==> src/rtl/bcd_countdown_timer.sv <==
// Chained multi-digit BCD up/down timer with per-digit maxima, load clamping,
// and auto-reload or hold on terminal count. Feeds 7-segment decoders directly.
module bcd_countdown_timer #(
   parameter int                      NUM_DIGITS = 4,
   parameter logic [4*NUM_DIGITS-1:0] DIGIT_MAX  = 16'h5959
) (
   input  logic                    clk,
   input  logic                    reset,
   input  logic                    enable,
   input  logic                    step,
   input  logic                    dir,
   input  logic                    load,
   input  logic [4*NUM_DIGITS-1:0] load_value,
   input  logic                    reload_en,
   output logic [4*NUM_DIGITS-1:0] count_out,
   output logic                    done,
   output logic                    expired,
   output logic                    holding
);

   localparam int W = 4 * NUM_DIGITS;

   typedef enum logic {RUN, HOLD} state_t;

   state_t         state, state_d;
   logic [W-1:0]   count_q, count_d;
   logic [W-1:0]   reload_q, reload_d;
   logic [W-1:0]   load_clamped, count_step;
   logic           step_q, step_rise, expired_d, at_terminal, chain;

   assign step_rise   = step & ~step_q;
   assign at_terminal = dir ? (count_q == DIGIT_MAX) : (count_q == '0);

   // Per-digit clamp of the load value and the ripple borrow/carry step.
   // chain stays high only while every lower digit wrapped around.
   always_comb begin
      load_clamped = '0;
      count_step   = count_q;
      chain        = 1'b1;
      for (int i = 0; i < NUM_DIGITS; i++) begin
         load_clamped[4*i +: 4] = (load_value[4*i +: 4] > DIGIT_MAX[4*i +: 4]) ?
                                  DIGIT_MAX[4*i +: 4] : load_value[4*i +: 4];
         if (chain) begin
            if (dir) begin
               if (count_q[4*i +: 4] >= DIGIT_MAX[4*i +: 4]) begin
                  count_step[4*i +: 4] = 4'd0;
               end else begin
                  count_step[4*i +: 4] = count_q[4*i +: 4] + 4'd1;
                  chain                = 1'b0;
               end
            end else begin
               if (count_q[4*i +: 4] == 4'd0) begin
                  count_step[4*i +: 4] = DIGIT_MAX[4*i +: 4];
               end else begin
                  count_step[4*i +: 4] = count_q[4*i +: 4] - 4'd1;
                  chain                = 1'b0;
               end
            end
         end
      end
   end

   // Load always wins over a simultaneous step edge; the edge is consumed.
   always_comb begin
      state_d   = state;
      count_d   = count_q;
      reload_d  = reload_q;
      expired_d = 1'b0;
      if (load) begin
         count_d  = load_clamped;
         reload_d = load_clamped;
         state_d  = RUN;
      end else begin
         case (state)
            RUN: begin
               if (step_rise && enable) begin
                  if (at_terminal) begin
                     expired_d = 1'b1;
                     if (reload_en) begin
                        count_d = reload_q;
                     end else begin
                        state_d = HOLD;
                     end
                  end else begin
                     count_d = count_step;
                  end
               end
            end
            HOLD: begin
               state_d = HOLD;
            end
            default: begin
               state_d = RUN;
            end
         endcase
      end
   end

   always_ff @(posedge clk) begin
      if (reset) begin
         state    <= RUN;
         count_q  <= '0;
         reload_q <= '0;
         expired  <= 1'b0;
         step_q   <= 1'b0;
      end else begin
         state    <= state_d;
         count_q  <= count_d;
         reload_q <= reload_d;
         expired  <= expired_d;
         step_q   <= step;
      end
   end

   assign count_out = count_q;
   assign done      = at_terminal;
   assign holding   = (state == HOLD);

endmodule

==> config.mk <==
export PLATFORM = sky130hd
export DESIGN_NAME = bcd_countdown_timer
export DESIGN_NICKNAME = d
export VERILOG_FILES = /design/src/rtl/bcd_countdown_timer.sv
export SDC_FILE = /design/constraint.sdc
export NUM_CORES = 1
export LEC_CHECK = 0
export ABC_AREA = 1
export BUFFER_PORTS_ARGS = -buffer_cell sky130_fd_sc_hd__buf_2
export CORE_ASPECT_RATIO = 0.5
export CORE_MARGIN = 10
export CORE_UTILIZATION = 50
export CTS_CLUSTER_SIZE = 14
export DETAILED_ROUTE_END_ITERATION = 7
export GPL_ROUTABILITY_DRIVEN = 1
export GPL_TIMING_DRIVEN = 0
export PLACE_DENSITY = 0.71
export SETUP_SLACK_MARGIN = 0.3
export SYNTH_ARGS = -nofsm -noshare
export SYNTH_HDL_FRONTEND = slang
export SYNTH_SLANG_ARGS = --single-unit
==> constraint.sdc <==
create_clock -name clk -period 2.33 [get_ports clk]
set_clock_uncertainty 0.2 [all_clocks]
set_input_delay 0.1165 -clock clk [delete_from_list [all_inputs] [get_ports clk]]
set_output_delay 0.1165 -clock clk [all_outputs]
set_load 0.05 [all_outputs]
### Word-level counts from Yosys, hierarchy flattened

Cells that the tools add are included.

| word-level totals | value |
|---|---|
| word-level logic and storage cells | 88 |
| flip-flop bits (word level) | 35 |
| output and inout bits | 19 |

| operators by class | value |
|---|---|
| $add $sub $neg | 8 |
| reduce and logical (&&, ||, !) cells | 16 |
| $lt $le $gt $ge | 8 |
| eq/ne operators | 3 |
| bitwise operators | 4 |
| muxes and demuxes | 41 |

Operators by type and width:

| kind | number |
|---|---|
| $mux W16 | 5 |
| $mux W4 | 19 |
| $add A4 B1 Y4 const B | 4 |
| $eq A16 B15 Y1 const B | 1 |
| $logic_not A16 Y1 | 1 |
| $logic_not A4 Y1 | 4 |
| $mux W1 | 16 |
| $sub A4 B1 Y4 const B | 4 |
| $reduce_and A4 Y1 | 3 |
| $reduce_bool A3 Y1 | 3 |
| $ge A4 B3 Y1 const B | 2 |
| $ge A4 B4 Y1 const B | 2 |
| $gt A4 B3 Y1 const B | 2 |
| $gt A4 B4 Y1 const B | 2 |
| $reduce_or A4 Y1 | 1 |
| $ne A3 B3 Y1 const B | 1 |
| $not A1 Y1 | 3 |
| $reduce_and A3 Y1 | 1 |
| $ne A2 B2 Y1 const B | 1 |
| $pmux W1 S2 | 1 |
| $reduce_bool A2 Y1 | 1 |
| $reduce_or A2 Y1 | 1 |
| $and A1 B1 Y1 | 1 |
| $logic_and A1 B1 Y1 | 1 |

### Depth between registers and ports, before layout

Gate-level depths: netlist of the first run.

| depth | value |
|---|---|
| depth in word-level cells | 10 |
| mapped depth | 13 |
| gate-level depth less buffers | 13 |

### Worst setup path after synthesis of the first run

No wires, ideal clock.

| timing | value |
|---|---|
| kind | flip-flop to flip-flop |
| start | register count_q[12] (netlist: count_out[12]) |
| end | register count_q[3] (netlist: count_out[3]) |
| library setup time | 0.117 ns |
| stages on the path, launching flop included | 13 |
| data required time | 2.013 ns |
| data arrival time | 2.014 ns |
| clock period less this slack | 2.331 ns |
| path slack | -0.001 ns |
| cell sequence | dfxtp_1 > inv_1 > ha_1 > nand3_1 > inv_1 > nand3_4 > nand2_4 > inv_2 > nand2_1 > nor2_1 > nor2_1 > nor2_1 > nor2_1 |

| between the ends | value |
|---|---|
| cells in the longest elaborated chain, start to end | 6 |

RTL lines:

| element | line | source |
|---|---|---|
| from (decl) | 26 | `logic [W-1:0] count_q, count_d;` |
| from (signal assigned) | 108 | `count_q <= count_d;` |
| $eq A16 B15 Y1 or $logic_not A16 Y1 (tied branches) | 32 | `assign at_terminal = dir ? (count_q == DIGIT_MAX) : (count_q == '0);` |
| $mux W1 (*) | 32 |  |
| named net done | 16 | `output logic done,` |
| $mux W16 | 77 | `if (at_terminal) begin` |
| $mux W16 | 76 | `if (step_rise && enable) begin` |
| $mux W16 | 74 | `case (state)` |
| $mux W16 | 69 | `if (load) begin` |

The timed path passes the listed nets; every way through them passes the cells marked *. The select of a mux whose other input is x is not followed.
A chain may end at the register's enable or synchronous reset.

### Worst setup path in the final report of the first run

| timing | value |
|---|---|
| start | register count_q[9] (netlist: count_out[9]) |
| end | register count_q[7] (netlist: count_out[7]) |

| between the ends | value |
|---|---|
| cells in the longest elaborated chain, start to end | 6 |

RTL lines:

| element | line |
|---|---|
| $eq A16 B15 Y1 or $logic_not A16 Y1 (tied branches) | 32 |
| $mux W1 (*) | 32 |
| $mux W16 | 77 |
| $mux W16 | 76 |
| $mux W16 | 74 |
| $mux W16 | 69 |

Mark *: on every way between the ends. The rest lies on a longest branch, timed or not. The select of a mux whose other input is x is not followed.

==> metrics, run 1 <==
row count=18; Max-cap violations=0; adder-cell share of the synthesized area=6.382%; flops & latches, synth=35; top post-synthesis cells by area=dfxtp_1 (27%), nand2_1 (17%), nor2_1 (9.6%); final net count=521; clk root buf=clkbuf_8; clock network power share=23.2%; Power Density=595.6 mW/mm²; Synth top area share=27.49%; Req. time, crit path=2.32 ns; Hold Path End=reload_q[6]; fill count=411; final hold viol count=0; antenna cell count=0; Yosys Warn Count=0; input/output buffers=39; worst r2r src=count_out[9]; DRC Markers=0; worst hold stages=3; Post-Synth Simple-Gate Area=43.84%; f_max=491.8 MHz; final setup fails=0; multiplexer area fraction after synthesis=0%; hold slack=0.006575 ns; VDD IR max=0.0003275 V; core box area=0.004932 mm²; Final min period=2.033 ns; post-synth top area cell=dfxtp_1; Via density=5.595; dpl cell area=0.002868 mm²; Startpoint Class=flip-flop; DRT iter0 DRCs=388; worst skew pair latency=0.29 ns; Net Sw Frac=42.14%; Hold Path Class=in2reg; grt ovf=0; unrepaired setup endpoints after global routing=true; Final TNS setup=0 ns; Post-synth EDFFs=0; CP Class=reg2reg; Setup WS post-layout=0.2966 ns; Comb pwr share=43.0%; Buf/Inv on CP=2; total power=2.089 mW; Ports=42; CTS Sinks=35; main combinational cell family by area after synthesis=simple AND/OR/NAND/NOR gates; Top FF cell, synth=dfxtp_1; post-synthesis sequential area ratio=27.49%; count leader, synth=nand2_1; cts bufs inserted=5; area delta synth->final=37.65%; status=finished, final reports clean; critical path's most frequent cell=nand2_1; DP HPWL=5810 µm; largest net degree at the start of global routing=12; reg-to-reg setup timing slack=0.30 ns; Initial Util=51.67%; P_sw=0.8805 mW; Die Span Y=70.49 µm; Cell variety after synth=35; initial antenna violation count=0; worst slew pin tran=0.5771 ns; first-pass GRT wire length=13280 µm; Final GP Congestion=0.9465; CTS clock-pin slew for the worst setup and hold paths=0.08 ns; clk buf depth=2; sequential share of power=33.8%; Post-Route WL=8970 µm; H-tree Lvls=2; Synth Net Count=442; critical path peak fanout=8; CTS tree=yes; Commonest cells post-synth=nand2_1 (118), nor2_1 (65), dfxtp_1 (35), inv_1 (33), nand3_1 (32); share of cells above drive strength 1=29.84%; pre-CTS WS=0.06767 ns; cell area after layout=0.003508 mm²; Critical-path top delay cell=dfxtp_4; FFs w/ async S/R, synth=0%; Syn Area/Cell=6.278 µm²; DIE AREA=0.008527 mm²; DR vias=3111; depth of the worst register-to-register path=13; max-slew violations=0; DR WL/cell=16.13 µm; Synth Area in XOR/XNOR=2.749%; final period utilization=87.27%; worst r2r dst=count_out[7]; P_int=1.209 mW; CP top delay family=simple AND/OR/NAND/NOR gates; GRT Total Usage=18.71%; die width=121.0 µm; ANT nets after route=0; hold_sp=load_value[7]; relative slew slack=61.52%; Critical Path Max Stage Delay=0.37 ns; Leakage=1.725 nW; Synth Cell Area=0.002549 mm²; DR pass1 iterations=6; worst-path cell chain=inv_4 > ha_2 > nand3_1 > nor2_1 > nand2_1 > nand2_2 > nand3_2 > nand2_4 > inv_4 > nand2_8 > nand2_1 > nand2_1 > nor2_1; post-synthesis compound-gate area fraction=10.75%; Crit. End Element=flip-flop; arrival time worst endpoint=2.03 ns; Post-Synthesis Cells=406; vias in the first global route=2765
## cell families (layout without fill, tap and decap cells)
| logic type | Yosys count | after routing |
|---|---|---|
| AOI/OAI and AO/OA | 50 | 50 |
| xor gates and xnor gates | 8 | 8 |
| adders and majority gates | 13 | 13 |
| buffers and inverters | 52 | 132 |
| DFF | 35 | 35 |
| and+or+nand+nor | 248 | 248 |
## per-layer routing
metal  global-route usage (%)  vias to the layer above  part of all wire (%)
met5                        0                        -                     0
li1                         -                     1463                     -
met2                    30.31                      212                    45
met1                    24.57                     1403                    42
met4                    3.324                        0                   1.8
met3                    4.651                       33                    12
## state kept, by name (all words and copies together), names as in the netlist
register   cells
step_q         1
reload_q      16
expired        1
count_out     16
holding        1
## worst min-delay path, stage by stage
cell and delay, ns:
buf_2 0.10, o21ai_0 0.11, a21oi_1 0.13
## worst max path at each step
stage,start,endpoint,slack (ns),cells after the start
final,count_out[9],count_out[7],0.30,13
after global routing,count_out[9],count_out[13],0.21,13
after CTS,count_out[4],count_out[2],0.29,12
after detailed placement,count_out[8],count_out[14],0.07,13
after global placement,count_out[8],count_out[14],0.14,13
after floorplan,count_out[11],count_out[14],0.30,10
## final cells by class
type / instances / area (µm²) / area share, %
flip-flops and latches: 35 / 733.2 / 20.90
well taps: 70 / 87.58 / 2.496
clock inverters: 2 / 11.26 / 0.3210
plain buffers: 12 / 75.07 / 2.140
repair buffers: 72 / 520.5 / 14.84
clock buffers: 6 / 82.58 / 2.354
multi-input cells: 319 / 1828 / 52.10
inverters: 40 / 170.2 / 4.850
## power by group through the flow
| stage | registers, mW | clock network (mW) | logic [mW] |
|---|---|---|---|
| floorplan | 0.806 | 0 | 0.445 |
| global placement | 0.703 | 0 | 0.700 |
| detailed placement | 0.707 | 0 | 0.715 |
| CTS | 0.695 | 0.482 | 0.774 |
| global route | 0.712 | 0.512 | 0.973 |
| finish | 0.706 | 0.485 | 0.899 |
## cell usage in the layout, fill, tap and decap left out, types with 6 or more instances in the layout
| cell | n |
|---|---|
| xor2_1 | 6 |
| nor2_2 | 7 |
| dfxtp_1 | 23 |
| nand3_1 | 28 |
| buf_2 | 41 |
| dfxtp_4 | 7 |
| inv_4 | 8 |
| nand4_1 | 8 |
| nand2_2 | 9 |
| nand2_1 | 111 |
| a21oi_1 | 20 |
| buf_4 | 13 |
| o21ai_0 | 15 |
| nor2_1 | 58 |
| inv_2 | 9 |
| clkbuf_8 | 6 |
| dlygate4sd3_1 | 20 |
| inv_1 | 23 |
## stage by stage
step                      utilization (%)  cells
after floorplan                         -    406
after global placement              58.14    515
after detailed placement            58.14    515
after CTS                           66.21    547
after global routing                71.13    556
final                               71.13    556
## repair_timing
item,in CTS,in global routing
buffers inserted,4,8
hold buffers,20,0
resized for setup,22,47
pin swaps,3,19
setup endpoints to repair,18,17
endpoints found under the hold margin,15,0
gates cloned,0,1
(Power assumes the default switching activity.)
==> run 2, diff against run 1 <==
==> constraint.sdc (replaced) <==
create_clock -name clk -period 2.33 [get_ports clk]
set_clock_uncertainty 0.2 [all_clocks]
set_input_delay 0 -clock clk [delete_from_list [all_inputs] [get_ports clk]]
set_output_delay 0 -clock clk [all_outputs]
set_load 0.05 [all_outputs]
==> metrics, run 2 (synthesis results as in run 1) <==
commonest non-fill, non-tap cell in the layout=nand2_1; max-slew violations=0; hold_sp=load_value[14]; failing checks=negative hold slack; Critical Path Max Stage Delay=0.37 ns; worst skew pair latency=0.29 ns; die width=121.0 µm; input/output buffers=39; grt ovf=0; core box area=0.004932 mm²; Ports=42; Non-Filler Instances=567; Leakage=1.790 nW; relative slew slack=61.91%; fin util=73.21%; DR WL/cell=15.62 µm; Req. time, crit path=2.32 ns; status=complete, but fails checks; Startpoint Class=flip-flop; first-pass GRT wire length=13550 µm; GRT Total Usage=19.06%; CTS Sinks=35; fill count=373; antenna cell count=0; DP HPWL=5810 µm; critical path peak fanout=8; Via density=5.499; cts bufs inserted=5; CTS tree=yes; VDD IR max=0.0003412 V; total power=2.109 mW; CP Class=reg2reg; unrepaired setup endpoints after global routing=true; arrival time worst endpoint=2.00 ns; placed insts=515; Initial Util=51.67%; area delta synth->final=41.68%; depth of the worst register-to-register path=13; final net count=532; Hold Path End=count_out[12]; Power Density=584.0 mW/mm²; clk root buf=clkbuf_8; worst slew pin tran=0.5713 ns; Critical-path top delay cell=dfxtp_4; Max-cap violations=0; DRC Markers=0; final period utilization=86.15%; worst r2r dst=count_out[6]; Crit. End Element=flip-flop; Hold Path Class=in2reg; pre-CTS WS=0.06767 ns; hold slack=-0.02444 ns; DR pass1 iterations=5; DR vias=3118; DIE AREA=0.008527 mm²; DRT iter0 DRCs=392; f_max=498.2 MHz; worst r2r src=count_out[9]; share of cells above drive strength 1=30.38%; Buf/Inv on CP=2; critical path's most frequent cell=nand2_1; Setup WS post-layout=0.3228 ns; Final min period=2.007 ns; worst hold stages=7; worst-path cell chain=inv_4 > ha_2 > nand3_1 > nor2_1 > nand2_1 > nand2_2 > nand3_2 > nand2_4 > inv_4 > nand2_4 > nand2_1 > nand2_1 > nor2_1; CTS clock-pin slew for the worst setup and hold paths=0.08 ns; Final GP Congestion=0.9465; ANT nets after route=0; reg-to-reg setup timing slack=0.32 ns; clk buf depth=2; largest net degree at the start of global routing=12; final hold viol count=1; final setup fails=0; initial antenna violation count=0; vias in the first global route=2817; Final TNS setup=0 ns; Die Span Y=70.49 µm; row count=18; CP top delay family=simple AND/OR/NAND/NOR gates; most frequent cells in the layout=nand2_1 (107), nor2_1 (59), buf_2 (42); Post-Route WL=8858 µm; H-tree Lvls=2
-- run 2: worst max-delay path by stage --
stage | startpoint | endpoint | cells past startpoint
2_1_floorplan | count_out[11] | count_out[14] | 10
3_3_place_gp | count_out[8] | count_out[14] | 13
3_5_place_dp | count_out[8] | count_out[14] | 13
4_1_cts | count_out[1] | count_out[14] | 13
5_1_grt | count_out[5] | count_out[7] | 13
6_report | count_out[9] | count_out[6] | 13
-- run 2: metal layers --
metal / share of wire, % / global-route usage [%] / up-vias
li1: - / - / 1479
met1: 42 / 24.53 / 1443
met2: 45 / 30.73 / 172
met3: 11 / 5.854 / 24
met4: 1.5 / 3.324 / 0
met5: 0 / 0 / -
-- run 2: power by group --
group          leakage (nW)  total (mW)  internal (mW)  switching (mW)
logic                  1.45       0.918          0.344           0.574
registers             0.294       0.703          0.648          0.0553
clock network        0.0449       0.488          0.237           0.251
-- run 2: through the flow --
step           hold WS (ns)  cell area [µm²]
6_report           -0.02444             3611
5_1_grt             0.03674             3611
4_1_cts            0.001360             3369
3_5_place_dp        0.02575             2868
3_3_place_gp        0.01844             2868
2_1_floorplan      -0.09303             2585
-- run 2: layout make-up --
cell class	instances	area, µm²	area share [%]
buffer	12	76.32	2.114
clock buffer	6	82.58	2.287
clock inverter	2	11.26	0.3119
inverter	40	167.7	4.643
multi-input combinational	319	1834	50.80
sequential	35	733.2	20.30
tap	70	87.58	2.426
timing repair buffer	83	618.1	17.12
-- run 2: worst register-to-register path: stages (launching register included) --
cell,delay (ns)
dfxtp_4,0.37
inv_4,0.08
ha_2,0.20
nand3_1,0.11
nor2_1,0.15
nand2_1,0.09
nand2_2,0.11
nand3_2,0.10
nand2_4,0.12
inv_4,0.09
nand2_4,0.12
nand2_1,0.06
nand2_1,0.06
nor2_1,0.05
-- run 2: repair_timing --
action,in CTS,in global routing
hold buffers,31,0
setup buffers,4,10
endpoints found under the hold margin,26,0
pin swaps,3,21
endpoints found under the setup margin,18,21
cloned,0,1
gates resized for setup,20,49
